### config.mk
export PLATFORM = sky130hd
export DESIGN_NAME = exec_unit_pipe_flat
export DESIGN_NICKNAME = d
export VERILOG_FILES = /design/src/rtl/exec_unit_pipe_if.sv /design/src/rtl/exec_unit_pipe.sv /design/src/flat_wrapper.sv
export SDC_FILE = /design/constraint.sdc
export NUM_CORES = 1
export LEC_CHECK = 0
export BUFFER_PORTS_ARGS = -buffer_cell sky130_fd_sc_hd__buf_2
export CAP_MARGIN = 20
export CORE_ASPECT_RATIO = 0.7
export CORE_MARGIN = 3
export CORE_UTILIZATION = 47
export CTS_BUF_LIST = sky130_fd_sc_hd__clkbuf_8
export DETAILED_ROUTE_END_ITERATION = 8
export GPL_TIMING_DRIVEN = 0
export PLACE_DENSITY = 0.74
export SYNTH_ARGS = -nofsm -noshare
export SYNTH_HDL_FRONTEND = slang
export SYNTH_SLANG_ARGS = --single-unit
### constraint.sdc
create_clock -name clk -period 5.1 [get_ports clk]
set_input_delay 1.02 -clock clk [delete_from_list [all_inputs] [get_ports clk]]
set_output_delay 1.02 -clock clk [all_outputs]
set_load 0.005 [all_outputs]
### src/rtl/exec_unit_pipe_if.sv
// Operand/result handshake bundle of the execute stage.
// master drives operands and out_ready; slave is the execute unit.
interface exec_unit_pipe_if #(
    parameter int unsigned WIDTH = 32
);
    logic             in_valid;
    logic             in_ready;
    logic [31:0]      ir;
    logic [WIDTH-1:0] npc;
    logic [WIDTH-1:0] a;
    logic [WIDTH-1:0] b;
    logic [WIDTH-1:0] imm;
    logic             out_valid;
    logic             out_ready;
    logic             cond;
    logic [WIDTH-1:0] res;
    logic             busy;

    modport master (
        output in_valid, ir, npc, a, b, imm, out_ready,
        input  in_ready, out_valid, cond, res, busy
    );

    modport slave (
        input  in_valid, ir, npc, a, b, imm, out_ready,
        output in_ready, out_valid, cond, res, busy
    );
endinterface

### src/rtl/exec_unit_pipe.sv
// Registered MIPS execute stage with valid/ready on both sides.
// Define EXEC_MUL_EN to build the iterative shift-add multiplier (opcode 000110).
module exec_unit_pipe #(
    parameter int unsigned WIDTH = 32,
    parameter int unsigned CNT_W = 6
) (
    input  logic           clk,
    input  logic           rst,
    exec_unit_pipe_if.slave bus
);
    localparam logic [5:0] OP_ADD = 6'b000000;
    localparam logic [5:0] OP_SUB = 6'b000001;
    localparam logic [5:0] OP_AND = 6'b000010;
    localparam logic [5:0] OP_OR  = 6'b000011;
    localparam logic [5:0] OP_XOR = 6'b000100;
    localparam logic [5:0] OP_SLT = 6'b000101;
    localparam logic [5:0] OP_LD  = 6'b010000;
    localparam logic [5:0] OP_ST  = 6'b010001;
    localparam logic [5:0] OP_BEQ = 6'b100000;
    localparam logic [5:0] OP_JMP = 6'b100001;

    typedef enum logic [0:0] {IDLE, MUL} state_t;

    state_t           state, state_d;
    logic [5:0]       opcode;
    logic             in_fire, out_fire, is_mul, mul_done;
    logic [WIDTH-1:0] res_c, mul_res;
    logic             cond_c;
    logic             out_valid_q, cond_q;
    logic [WIDTH-1:0] res_q;
    logic             unused_ir;

    assign opcode    = bus.ir[31:26];
    assign unused_ir = ^bus.ir[25:0];

    assign bus.in_ready  = !rst && (state == IDLE) && (!out_valid_q || bus.out_ready);
    assign bus.out_valid = out_valid_q;
    assign bus.res       = res_q;
    assign bus.cond      = cond_q;

    assign in_fire  = bus.in_valid && bus.in_ready;
    assign out_fire = out_valid_q && bus.out_ready;

    // Single-cycle result and branch condition
    always_comb begin
        res_c  = '0;
        cond_c = 1'b0;
        case (opcode)
            OP_ADD:        res_c = bus.a + bus.b;
            OP_SUB:        res_c = bus.a - bus.b;
            OP_AND:        res_c = bus.a & bus.b;
            OP_OR:         res_c = bus.a | bus.b;
            OP_XOR:        res_c = bus.a ^ bus.b;
            OP_SLT:        res_c = WIDTH'(bus.a < bus.b);
            OP_LD, OP_ST:  res_c = bus.a + bus.imm;
            OP_BEQ: begin
                res_c  = bus.npc + bus.imm;
                cond_c = (bus.a == '0);
            end
            OP_JMP: begin
                res_c  = bus.imm;
                cond_c = 1'b1;
            end
            default:       res_c = '0;
        endcase
    end

`ifdef EXEC_MUL_EN
    localparam logic [5:0] OP_MUL = 6'b000110;

    logic [WIDTH-1:0] acc, mcand, mplier;
    logic [CNT_W-1:0] cnt;

    assign is_mul   = (opcode == OP_MUL);
    assign mul_done = (state == MUL) && (cnt == CNT_W'(WIDTH - 1));
    assign mul_res  = mplier[0] ? acc + mcand : acc;
    assign bus.busy = (state == MUL);

    // One shift-add step per cycle; operands captured at acceptance
    always_ff @(posedge clk) begin
        if (in_fire && is_mul) begin
            acc    <= '0;
            mcand  <= bus.a;
            mplier <= bus.b;
            cnt    <= '0;
        end else if (state == MUL) begin
            acc    <= mul_res;
            mcand  <= mcand << 1;
            mplier <= mplier >> 1;
            cnt    <= cnt + CNT_W'(1);
        end
    end
`else
    assign is_mul   = 1'b0;
    assign mul_done = 1'b0;
    assign mul_res  = '0;
    assign bus.busy = 1'b0;
`endif

    always_ff @(posedge clk) begin
        if (rst) state <= IDLE;
        else     state <= state_d;
    end

    always_comb begin
        state_d = state;
        case (state)
            IDLE:    if (in_fire && is_mul) state_d = MUL;
            MUL:     if (mul_done)          state_d = IDLE;
            default: state_d = IDLE;
        endcase
    end

    // Output register: held until the downstream takes it
    always_ff @(posedge clk) begin
        if (rst) begin
            out_valid_q <= 1'b0;
            res_q       <= '0;
            cond_q      <= 1'b0;
        end else if (in_fire && !is_mul) begin
            out_valid_q <= 1'b1;
            res_q       <= res_c;
            cond_q      <= cond_c;
        end else if (mul_done) begin
            out_valid_q <= 1'b1;
            res_q       <= mul_res;
            cond_q      <= 1'b0;
        end else if (out_fire) begin
            out_valid_q <= 1'b0;
        end
    end
endmodule
### src/flat_wrapper.sv
// flat-port wrapper written by rule: the top's interface ports become plain ports
module exec_unit_pipe_flat 
#(
    parameter int unsigned WIDTH = 32,
    parameter int unsigned CNT_W = 6
)
  (clk, rst, bus_in_valid, bus_ir, bus_npc, bus_a, bus_b, bus_imm, bus_out_ready, bus_in_ready, bus_out_valid, bus_cond, bus_res, bus_busy);
  exec_unit_pipe_if #(.WIDTH(WIDTH)) bus_i ();
  input  logic clk;
  input  logic rst;
  input wire logic [$bits(bus_i.in_valid)-1:0] bus_in_valid;
  input wire logic [$bits(bus_i.ir)-1:0] bus_ir;
  input wire logic [$bits(bus_i.npc)-1:0] bus_npc;
  input wire logic [$bits(bus_i.a)-1:0] bus_a;
  input wire logic [$bits(bus_i.b)-1:0] bus_b;
  input wire logic [$bits(bus_i.imm)-1:0] bus_imm;
  input wire logic [$bits(bus_i.out_ready)-1:0] bus_out_ready;
  output wire logic [$bits(bus_i.in_ready)-1:0] bus_in_ready;
  output wire logic [$bits(bus_i.out_valid)-1:0] bus_out_valid;
  output wire logic [$bits(bus_i.cond)-1:0] bus_cond;
  output wire logic [$bits(bus_i.res)-1:0] bus_res;
  output wire logic [$bits(bus_i.busy)-1:0] bus_busy;
  assign bus_i.in_valid = bus_in_valid;
  assign bus_i.ir = bus_ir;
  assign bus_i.npc = bus_npc;
  assign bus_i.a = bus_a;
  assign bus_i.b = bus_b;
  assign bus_i.imm = bus_imm;
  assign bus_i.out_ready = bus_out_ready;
  assign bus_in_ready = bus_i.in_ready;
  assign bus_out_valid = bus_i.out_valid;
  assign bus_cond = bus_i.cond;
  assign bus_res = bus_i.res;
  assign bus_busy = bus_i.busy;
  exec_unit_pipe #(.WIDTH(WIDTH), .CNT_W(CNT_W)) u_core (.clk(clk), .rst(rst), .bus(bus_i));
endmodule
==> flow_metrics.py <==
metrics = {
    "sta": {
        "relSlewSlack_pct": 16.9,
        "fin_crit_ns": 5.02,
        "hold_viol": 0,
        "slew_violations": 0,
        "fin_crit_sh_pct": 98.3,
        "whs_ns": 0.452,
        "clock-skew-final_ns": 0.0213,
        "worst_slack_ns": 0.0844,
        "setup_viol": 0,
        "worstMarginPinSlew_ns": 1.24,
        "rsz0062_at_grt": "no",
        "max_freq_mhz": 199,
    },
    "layout": {
        "design_area_um2": 9940,
        "diodes": 0,
        "post-route-util_pct": 56.7,
        "drive_above_1_share_pct": 18.3,
        "layout.nets": 1688,
        "nFillCells": 1762,
        "area_growth_pct": 15.7,
    },
    "routing": {
        "drcViolationCount": 0,
        "drtPass1Iterations": 8,
        "routedWlPerCell_um": 25.0,
        "drtAntennaViolNets": 0,
        "drtIter0Drc": 1638,
        "vias": 10900,
        "viasPerCell": 6.74,
        "drt-total-wl_um": 40500,
    },
    "worst_setup_path": {
        "r2r_cells": 7,
        "cp-start-kind": "input pin",
        "cp.buffers_inverters": 3,
        "end_kind": "register",
        "crit_family": "simple AND/OR/NAND/NOR gates",
        "critPathMaxFanout": 10,
        "reg2reg_slack_ns": 2.55,
        "criticalPathCategory": "input pin to register",
        "critical_path_required_ns": 5.38,
        "path_cells": "clkbuf_1 -> nor2_1 -> nand3_4 -> buf_6 -> mux2_2 -> ha_1 -> and2_1 -> nand4_1 -> a2111oi_4 -> buf_4 -> o21ai_0 -> a21oi_2 -> or2_2 -> a21oi_1 -> or3_1 -> a31oi_1",
        "critPathArrivalTime_ns": 5.29,
        "regToRegStartpoint": "u_core.bus.out_valid$_SDFFE_PP0P_",
        "cp_slowest_cell": "mux2_2",
        "max_stage_delay_ns": 0.38,
        "r2r-end": "u_core.bus.res[25]$_SDFFE_PP0P_",
    },
    "global_route": {
        "grt_pass1_vias": 9856,
        "grt_usage_pct": 38.6,
        "grt_pass1_wl_um": 59400,
        "grt-ovfl-total": 0,
        "antenna_found_initial": 1,
        "grt_max_degree": 12,
    },
    "die": {
        "start_util_pct": 49.0,
        "io_pins": 200,
        "die_x_um": 168,
        "rows": 40,
        "fp.dieH_um": 119,
        "core-area_um2": 17500,
        "dieArea_um2": 20000,
    },
    "hold_path": {
        "worstHoldStart": "u_core.bus.res[22]$_SDFFE_PP0P_",
        "holdPathEnd": "u_core.bus.res[22]$_SDFFE_PP0P_",
        "hp-class": "register to register",
        "min_path_cells": 2,
    },
    "clocking": {
        "clk_latency_ns": 0.34,
        "cts.path.max_buffers": 2,
        "cts_tree": "yes",
        "clock-sinks": 34,
        "cts_htree_levels": 2,
        "cts_buffers": 5,
        "postCtsHoldBufs": 0,
        "path_clk_slew_ns": 0.10,
        "cts_root_buf": "clkbuf_8",
    },
    "logic_synthesis": {
        "synthTopCellsByArea": "ha_1 19%, dfxtp_1 7.9%, a21oi_1 6.7%, o21ai_0 5.2%, inv_1 4.7%",
        "ys.warnings.count": 0,
        "synth_top_area_share_pct": 19.2,
        "ys_ff_latch": 34,
        "syn_area_um2": 8590,
        "async_reset_ff_share_pct": 0,
        "ys_seq_area_share_pct": 7.93,
        "syn_area_per_cell_um2": 7.10,
        "syn_inst": 1210,
        "synth_flop_cell": "dfxtp_1",
        "synth_top_area_cell": "ha_1",
        "syn_nets": 1509,
        "synth_cell_types": 81,
        "synth_edf_count": 0,
    },
    "placement": {
        "placed_area_um2": 9730,
        "place_ws_ns": -1.62,
        "port_buffers": 169,
        "dpl.hpwl_um": 31800,
        "gp_congestion": 1.07,
    },
    "power_and_ir_drop": {
        "finalPower_w": 0.00149,
        "worst_ir_drop_vdd_v": 0.000101,
        "power_density_nw_per_um2": 149,
        "leakagePower_nw": 4.52,
    },
    "status": {
        "status": "finished, final reports clean",
    },
    "job": {
        "max_cap_viol_count": 0,
    },
}
## where the power goes
group          leakage [nW]  total, W  switching [W]  internal, W
clock network        0.0472  0.000259       0.000150     0.000109
registers             0.277  0.000282     0.00000631     0.000276
logic                  4.20  0.000944       0.000602     0.000342
total                  4.52   0.00149       0.000758     0.000727
## timing repair
action / 4_1_cts / 5_1_grt
buffers inserted: 3 / 0
pin swaps: 2 / 0
setup endpoints to repair: 24 / 14
gates resized for setup: 14 / 13
## worst max-delay path by stage
stage	start	end	slack, ns	depth (start not counted)
3_3_place_gp	bus_ir[27]	u_core.bus.res[27]$_SDFFE_PP0P_	-1.58	15
4_1_cts	bus_ir[27]	u_core.bus.res[29]$_SDFFE_PP0P_	0.04	16
3_5_place_dp	bus_ir[27]	u_core.bus.res[29]$_SDFFE_PP0P_	-1.62	15
2_1_floorplan	bus_ir[27]	u_core.bus.res[30]$_SDFFE_PP0P_	0.44	17
5_1_grt	bus_ir[26]	u_core.bus.res[29]$_SDFFE_PP0P_	0.007	16
6_report	bus_ir[26]	u_core.bus.res[27]$_SDFFE_PP0P_	0.08	16
## state kept, by name (all words and copies together) (netlist names)
name                  flops
u_core.bus.cond           1
u_core.bus.out_valid      1
u_core.bus.res           32
## Yosys cell counts (31+ instances only)
cell and number:
inv_1 108, dfxtp_1 34, nand3_1 31, nand2_1 65, clkbuf_1 56, ha_1 132, o21ai_0 90, nor3_1 36
a221oi_1 34, mux2_2 31, nor2_1 95, a21oi_1 115
## layout make-up
type / count / area, um^2 / area share, %
Buffer: 69 / 302 / 3.03
Tap cell: 231 / 289 / 2.91
Clock inverter: 2 / 12.5 / 0.126
Inverter: 110 / 413 / 4.16
Multi-Input combinational cell: 997 / 7290 / 73.4
Timing Repair Buffer: 172 / 868 / 8.74
Sequential cell: 34 / 681 / 6.85
Clock buffer: 6 / 82.6 / 0.831
## routing by layer
metal	up-vias	part of all wire, %	GRT usage, %
met3	94	17	17.7
met4	6	2.7	9.56
met1	5039	43	54.7
met5	-	0.42	6.14
li1	4914	-	-
met2	876	38	51.9
## metrics by stage
stage,TNS [ns],std cells
global route,0,1621
finish,0,1621
global placement,-26.35,1610
CTS,0,1621
floorplan,0,1210
detailed placement,-28.03,1610
## logic make-up after synthesis
logic type / synth area share, %
AOI/OAI and AO/OA: 37.0
xor gates and xnor gates: 3.16
adders and majority gates: 20.1
buffers and inverters: 8.10
DFF: 7.93
muxes: 4.65
other: 0.0437
and+or+nand+nor: 19.1
## worst min-delay path, cell delays in order, from the launching register on
cell     delay, ns
dfxtp_1       0.32
nand2_1       0.05
o21ai_1       0.05
## cells in the final DEF (no fill, tap or decap), types with 10 or more instances in the layout
cell type and count:
buf_2 180, ha_1 132, a21oi_1 113, inv_1 108, nor2_1 95, o21ai_0 89, nand2_1 65, clkbuf_1 51
nor3_1 34, dfxtp_1 34, a221oi_1 33, mux2_2 31, nand3_1 30, a21o_1 24, o21bai_1 19, xnor2_1 19
nor4_1 18, a211oi_1 16, nand2b_1 15, o221ai_1 15, a31oi_1 14, o211ai_1 13, a221o_1 13, xor2_1 12
and2_1 11, nand4_1 11, nor2b_1 10, a22oi_1 10
Power figures use the tool's default switching activity.
